<file path="config.mk">
export PLATFORM = sky130hd
export DESIGN_NAME = rc4_prga_fsm
export DESIGN_NICKNAME = d
export VERILOG_FILES = /design/src/rtl/rc4_prga_fsm.sv
export SDC_FILE = /design/constraint.sdc
export NUM_CORES = 1
export LEC_CHECK = 0
export ABC_AREA = 0
export ABC_CLOCK_PERIOD_IN_PS = 7600
export CORE_MARGIN = 3
export CORE_UTILIZATION = 61
export CTS_CLUSTER_SIZE = 30
export DETAILED_ROUTE_END_ITERATION = 16
export GPL_ROUTABILITY_DRIVEN = 0
export GPL_TIMING_DRIVEN = 0
export PLACE_DENSITY_LB_ADDON = 0.2
export SYNTH_ARGS = -nofsm -noshare
export SYNTH_HDL_FRONTEND = slang
export SYNTH_SLANG_ARGS = --single-unit
</file>
<file path="constraint.sdc">
create_clock -name clk -period 7.6 [get_ports clk]
set_input_delay 1.52 -clock clk [delete_from_list [all_inputs] [get_ports clk]]
set_output_delay 1.52 -clock clk [all_outputs]
set_load 0.05 [all_outputs]
</file>
<file path="src/rtl/rc4_prga_fsm.sv">
// ---------------------------------------------------------------------------
// rc4_prga_fsm
// RC4 keystream generator (PRGA). After the key scheduler has filled the
// S-box RAM, each request walks the classic i/j swap and then reads
// S[(S[i]+S[j]) mod 256]. end_o is high in the cycle in which rdata_i
// carries that keystream byte.
//
// Ports
//   clk      : clock, rising edge
//   rst      : synchronous active-high reset
//   start_i  : clear i, j, byte count and done; arm generator (IDLE only)
//   req_i    : request next keystream byte (sampled only in IDLE)
//   rdata_i  : S-box read data, valid one cycle after the address
//   addr_o   : S-box address
//   wdata_o  : S-box write data
//   wen_o    : S-box write enable
//   busy_o   : high in every state except IDLE
//   end_o    : one-cycle pulse, rdata_i holds the keystream byte
//   done_o   : MSG_LEN bytes produced; held until start_i or rst
//   cnt_o    : bytes produced since the last start_i
// ---------------------------------------------------------------------------
module rc4_prga_fsm #(
    parameter int MSG_LEN = 32,
    parameter int CNT_W   = $clog2(MSG_LEN + 1)
) (
    input  logic             clk,
    input  logic             rst,
    input  logic             start_i,
    input  logic             req_i,
    input  logic [7:0]       rdata_i,
    output logic [7:0]       addr_o,
    output logic [7:0]       wdata_o,
    output logic             wen_o,
    output logic             busy_o,
    output logic             end_o,
    output logic             done_o,
    output logic [CNT_W-1:0] cnt_o
);

    localparam logic [CNT_W-1:0] LP_MSG_LEN = CNT_W'(MSG_LEN);

    typedef enum logic [3:0] {
        S_IDLE, S_RD_I, S_LAT_I, S_RD_J, S_LAT_J,
        S_WR_I, S_WR_J, S_RD_T, S_DONE
    } state_t;

    state_t           r_state;
    state_t           w_state_next;

    logic [7:0]       r_i, r_j, r_si, r_sj;
    logic [7:0]       w_i_next, w_j_next, w_si_next, w_sj_next;
    logic [CNT_W-1:0] r_cnt, w_cnt_next, w_cnt_inc;
    logic             r_done, w_done_next;
    logic             r_armed, w_armed_next;

    logic [7:0]       r_addr, w_addr_next;
    logic [7:0]       r_wdata, w_wdata_next;
    logic             r_wen, r_busy, r_end;
    logic             w_wen_next, w_busy_next, w_end_next;

    logic             w_start, w_accept;

    // start_i only has an effect in IDLE so an in-flight swap stays intact;
    // start also takes priority over a simultaneous request.
    assign w_start   = (r_state == S_IDLE) && start_i;
    assign w_accept  = (r_state == S_IDLE) && !start_i && r_armed && req_i && !r_done;
    assign w_cnt_inc = r_cnt + 1'b1;

    // ---------------- state register ----------------
    always_ff @(posedge clk) begin
        if (rst) begin
            r_state <= S_IDLE;
        end else begin
            r_state <= w_state_next;
        end
    end

    // ---------------- next-state logic ----------------
    always_comb begin
        w_state_next = r_state;
        case (r_state)
            S_IDLE:  if (w_accept) w_state_next = S_RD_I;
            S_RD_I:  w_state_next = S_LAT_I;
            S_LAT_I: w_state_next = S_RD_J;
            S_RD_J:  w_state_next = S_LAT_J;
            S_LAT_J: w_state_next = S_WR_I;
            S_WR_I:  w_state_next = S_WR_J;
            S_WR_J:  w_state_next = S_RD_T;
            S_RD_T:  w_state_next = S_DONE;
            S_DONE:  w_state_next = S_IDLE;
            default: w_state_next = S_IDLE;
        endcase
    end

    // ---------------- datapath next values ----------------
    always_comb begin
        w_i_next     = r_i;
        w_j_next     = r_j;
        w_si_next    = r_si;
        w_sj_next    = r_sj;
        w_cnt_next   = r_cnt;
        w_done_next  = r_done;
        w_armed_next = r_armed;
        if (w_start) begin
            w_i_next     = 8'd0;
            w_j_next     = 8'd0;
            w_cnt_next   = '0;
            w_done_next  = 1'b0;
            w_armed_next = 1'b1;
        end else if (w_accept) begin
            w_i_next = r_i + 8'd1;
        end
        case (r_state)
            S_LAT_I: begin
                w_si_next = rdata_i;
                w_j_next  = r_j + rdata_i;
            end
            S_LAT_J: w_sj_next = rdata_i;
            S_DONE: begin
                w_cnt_next = w_cnt_inc;
                if (w_cnt_inc == LP_MSG_LEN) w_done_next = 1'b1;
            end
            default: ;
        endcase
    end

    always_ff @(posedge clk) begin
        if (rst) begin
            r_i     <= 8'd0;
            r_j     <= 8'd0;
            r_si    <= 8'd0;
            r_sj    <= 8'd0;
            r_cnt   <= '0;
            r_done  <= 1'b0;
            r_armed <= 1'b0;
        end else begin
            r_i     <= w_i_next;
            r_j     <= w_j_next;
            r_si    <= w_si_next;
            r_sj    <= w_sj_next;
            r_cnt   <= w_cnt_next;
            r_done  <= w_done_next;
            r_armed <= w_armed_next;
        end
    end

    // ---------------- output logic ----------------
    // Outputs are registered, so they are computed from the state being
    // entered and the datapath values that state will see.
    always_comb begin
        w_addr_next  = r_addr;
        w_wdata_next = r_wdata;
        w_wen_next   = 1'b0;
        w_busy_next  = (w_state_next != S_IDLE);
        w_end_next   = (w_state_next == S_DONE);
        case (w_state_next)
            S_RD_I: w_addr_next = w_i_next;
            S_RD_J: w_addr_next = w_j_next;
            S_WR_I: begin
                w_addr_next  = w_i_next;
                w_wdata_next = w_sj_next;
                w_wen_next   = 1'b1;
            end
            S_WR_J: begin
                w_addr_next  = w_j_next;
                w_wdata_next = w_si_next;
                w_wen_next   = 1'b1;
            end
            S_RD_T: w_addr_next = w_si_next + w_sj_next;
            default: ;
        endcase
    end

    always_ff @(posedge clk) begin
        if (rst) begin
            r_addr  <= 8'd0;
            r_wdata <= 8'd0;
            r_wen   <= 1'b0;
            r_busy  <= 1'b0;
            r_end   <= 1'b0;
        end else begin
            r_addr  <= w_addr_next;
            r_wdata <= w_wdata_next;
            r_wen   <= w_wen_next;
            r_busy  <= w_busy_next;
            r_end   <= w_end_next;
        end
    end

    assign addr_o  = r_addr;
    assign wdata_o = r_wdata;
    assign wen_o   = r_wen;
    assign busy_o  = r_busy;
    assign end_o   = r_end;
    assign done_o  = r_done;
    assign cnt_o   = r_cnt;

endmodule

</file>
# Word level (Yosys, flattened, before mapping)
# Index checks and enable logic that the tools add are counted.
word_totals:
  ff_bits: 63
  inputBits: 12
  out_inout_bits: 26
op_classes:
  n_addsub: 4
  eq_ne: 15
  muxes: 16
  reduce_logical: 15
op_table:
  columns: ["op", "count"]
  rows:
  - ["$mux W8", 6]
  - ["$pmux W4 S8", 1]
  - ["$eq A4 B3 Y1 const B", 7]
  - ["$pmux W8 S3", 1]
  - ["$add A8 B8 Y8", 2]
  - ["$pmux W8 S2", 1]
  - ["$eq A4 B2 Y1 const B", 3]
  - ["$mux W6", 2]
  - ["$add A8 B1 Y8 const B", 1]
  - ["$eq A4 B1 Y1 const B", 2]
  - ["$eq A4 B4 Y1 const B", 2]
  - ["$add A6 B1 Y6 const B", 1]
  - ["$eq A6 B6 Y1 const B", 1]
  - ["$reduce_or A2 Y1", 3]
  - ["$logic_and A1 B1 Y1", 5]
  - ["$logic_not A4 Y1", 1]
  - ["$mux W1", 4]
  - ["$mux W4", 1]
  - ["$reduce_bool A2 Y1", 2]
  - ["$reduce_bool A4 Y1", 1]
  - ["$reduce_bool A3 Y1", 1]
  - ["$logic_not A1 Y1", 2]

# Logic depth before layout (Yosys ltp)
depth:
  depth_word: 10
  depth_mapped: 14
  ltp_nobuf: 11

# Worst setup path after synthesis
# Ideal clock, no wire load.
synth_timing:
  path_kind: "in2reg"
  startpoint: "input rdata_i[1]"
  endpoint: "register r_addr[7] (netlist: addr_o[7])"
  setup_ns: 0.095
  arrival_time_ns: 3.198
  path_slack_ns: 4.306
  stages: 7
  path_buffers: 0
  path_cell_list: "ha_1 > a211oi_1 > nor2_1 > a311o_1 > nand3_1 > mux2_2 > o311ai_1"
synth_between:
  elab_chain_cells: 3
synth_lines:
  columns: ["element", "line", "rtl"]
  rows:
  - ["start, declared", "30", "input logic [7:0] rdata_i,"]
  - ["$mux W8 or $add A8 B8 Y8 (tied branches)", "113, 116", null]
  - ["$add A8 B8 Y8 or $mux W8 (tied branches)", "169, 113", null]
  - ["$pmux W8 S3 (*)", "156", "case (w_state_next)"]
  - ["end signal, assigned", "182", "r_addr <= w_addr_next;"]
  - ["end, declared", "56", "logic [7:0] r_addr, w_addr_next;"]
# Mark *: on every way between the ends. The rest lies on a longest branch, timed or not.
# A chain may end at the register's enable or synchronous reset.

# Worst setup path in the final report
layout_timing:
  startpoint: "input rdata_i[1]"
  endpoint: "register r_addr[7] (netlist: addr_o[7])"
layout_between:
  elab_chain_cells: 3
layout_lines:
  columns: ["element", "line", "rtl"]
  rows:
  - ["$mux W8", "113", "case (r_state)"]
  - ["via w_si_next[1]", "51", "logic [7:0] w_i_next, w_j_next, w_si_next, w_sj_next;"]
  - ["$add A8 B8 Y8", "169", "S_RD_T: w_addr_next = w_si_next + w_sj_next;"]
  - ["$pmux W8 S3", "156", null]
# The timed path passes the listed nets, and every way through them passes these cells.

==> impl_metrics.ini <==
[power_and_ir_drop]
seqPwrFrac_pct = 41.8
clkPwrFrac_pct = 43.6
combinationalPowerShare_pct = 14.7
ir_drop_mv = 0.149
p_int_mw = 0.610
power_switching_mw = 0.221
power_density_mw_per_mm2 = 200
power.leakage_nw = 1.67
p_sw_share_pct = 26.6

[global_route]
grt_pass1_vias = 3095
track_usage_pct = 29.4
grt_max_degree = 12
grt_pass1_wl_um = 14800
antenna_found_initial = 0
grt_overflow = 0

[yosys]
yosysSeqAreaShare_pct = 36.3
synth-warning-count = 0
syn-num-nets = 431
ys.flop_type = dfxtp_1
yosys.area.top_type_share_pct = 36.3
syn_area_sq_mm = 0.00348
synth_top_area_cell = dfxtp_1
yosys-top-cells-count = 63 x dfxtp_1, 31 x nor2_1, 27 x nand2_1, 24 x a21oi_1, 23 x o21ai_0
synth_area_leaders = dfxtp_1 36%, ha_1 5.8%, a211oi_1 4.7%, and2_1 3.6%, a21oi_1 3.5%
yosys.cell_count.top_type = dfxtp_1
ys_ff_latch = 63
postSynthCellCount = 401
post_synth.cell_area_avg_sq_um = 8.67
ys_async_sr_fraction_pct = 0
synth_edf_count = 0
synth.distinct_cells = 63

[die]
die_h_um = 81.5
ios = 38
die-area_sq_mm = 0.00664
initial_core_util_pct = 65.6
rows = 26
die_w_um = 81.5
coreArea_sq_mm = 0.00530

[clock_network]
post_cts_buffers = 0
cts_buffer_depth = 2
cts_htree_levels = 3
cts-hold-fix-buffers = 0
clock_latency_ns = 0.35
cts_root_buffer = clkbuf_8
cts_buffers = 9
post_cts_resized = 0
path_clk_slew_ns = 0.07
clock-sinks = 63
cts_tree = done

[timing]
whs_ns = 0.492
post-route-period-util_pct = 50.3
setup-tns-final_ns = 0
rsz0062_at_grt = no
slew_viol_final = 0
setup_viol = 0
period_minus_slack_ns = 3.82
max-slew-margin-rel_pct = 24.4
clock_skew_ns = 0.00584
hold_violations = 0
tightest_slew_ns = 1.12
fmax_ghz = 0.262

[layout]
finalNetCount = 477
antennaDiodeCount = 0
drive_gt1_share_pct = 7.96
area_growth_pct = 19.6

[placed_design]
port_buffers = 35
dpl.hpwl_um = 6460

[drt]
postRouteWirelength_um = 9020
drt_pre_antenna_iters = 5
vias_per_cell = 6.32
drtIter0Drc = 286
wl_per_cell_um = 17.3
antenna_left = 0
vias = 3298
remaining_drc_errors = 0

[run]
max-cap-violations = 0

[setup_path]
crit_path_start_kind = input port
arrival_ns = 4.08
critPathCaptureType = flop
reg2reg_slack_ns = 3.84
critPathMaxFanout = 4
required_ns = 7.86
criticalPathCategory = in2reg

[run_status]
status = finished, final reports clean

[hold_path]
min_path_type = reg2reg
## layout by cell type (no fill, tap or decap), types with 5 or more instances in the layout
| cell type | Yosys | routed |
|---|---|---|
| a211oi_1 | 22 | 22 |
| a21o_1 | 12 | 12 |
| a21oi_1 | 24 | 24 |
| and2_1 | 20 | 20 |
| buf_2 | 6 | 6 |
| clkbuf_1 | 9 | 9 |
| clkbuf_8 | 0 | 10 |
| clkdlybuf4s50_1 | 0 | 35 |
| dfxtp_1 | 63 | 63 |
| ha_1 | 16 | 16 |
| inv_1 | 15 | 15 |
| mux2i_1 | 8 | 8 |
| nand2_1 | 27 | 27 |
| nand2b_1 | 7 | 7 |
| nand3_1 | 10 | 10 |
| nand3b_1 | 5 | 5 |
| nor2_1 | 31 | 31 |
| nor3_1 | 14 | 14 |
| nor4_1 | 7 | 7 |
| o21ai_0 | 23 | 23 |
| o21bai_1 | 6 | 6 |
| xnor2_1 | 5 | 5 |
| xor2_1 | 8 | 8 |
## sequential cells by signal (all words and copies together), names as in the netlist
signal and flops:
addr_o 8, r_i 8, r_j 8, r_si 8, r_sj 8, wdata_o 8, cnt_o 6, r_state 4
busy_o 1, done_o 1, end_o 1, r_armed 1, wen_o 1
## layout make-up
class                      instances  area, sq um
clock inverter                     6          108
inverter                          15         56.3
buffer                            20         93.8
timing repair buffer              35          350
tap                               70         87.6
fill                             379         1140
multi-input combinational        303         2070
sequential                        63         1260
clock buffer                      10          138
## cells by family (layout without fill, tap and decap cells)
family	after synthesis	in the layout	share of synthesized area, %
AND/OR/NAND/NOR	148	148	24.3
multiplexers	9	9	2.63
AO/OA/AOI/OAI	115	115	22.3
buffers and inverters	35	86	4.32
flip-flops	63	63	36.3
XOR/XNOR	13	13	3.27
adder cells (fa/ha/maj)	18	18	6.91
## critical path: stages
cell	delay (ns)
clkdlybuf4s50_1	0.51
mux2i_1	0.28
inv_1	0.12
ha_1	0.31
a21oi_1	0.20
o2111ai_1	0.22
o31ai_1	0.35
nor4_1	0.08
or3b_1	0.39
o311ai_1	0.08
## worst paths after layout
path,to,cells past startpoint,from
worst max register to register,addr_o[7],12,r_state[1]
worst min register to register,r_armed,2,r_armed
worst max-delay path,addr_o[7],10,rdata_i[1]
worst min-delay path,r_armed,2,r_armed
## layer usage
layer  share of wire (%)  global-route usage [%]
met5                   0                       0
met4                 2.9                    12.8
met3                 7.9                    6.58
met2                  47                    48.1
met1                  42                    37.1
## power by group through the flow
stage                     Sequential, mW  Combinational, mW  Clock (mW)
after floorplan                    0.372             0.0641           0
after global placement             0.354              0.117           0
after detailed placement           0.354              0.119           0
after CTS                          0.347              0.119       0.363
after global routing               0.348              0.131       0.377
final                              0.347              0.122       0.362
## stage by stage
step / util (%) / setup WS [ns] / power [mW] / instances / instance area, sq um
finish: 78.5 / 3.78 / 0.830 / 522 / 4160
global route: 78.5 / 3.63 / 0.856 / 522 / 4160
CTS: 78.5 / 3.83 / 0.830 / 522 / 4160
detailed placement: 73.9 / 3.47 / 0.473 / 506 / 3920
global placement: 73.9 / 3.48 / 0.471 / 506 / 3920
floorplan: - / 4.31 / 0.436 / 401 / 3480
No activity file was read; power rests on OpenSTA's default activity.
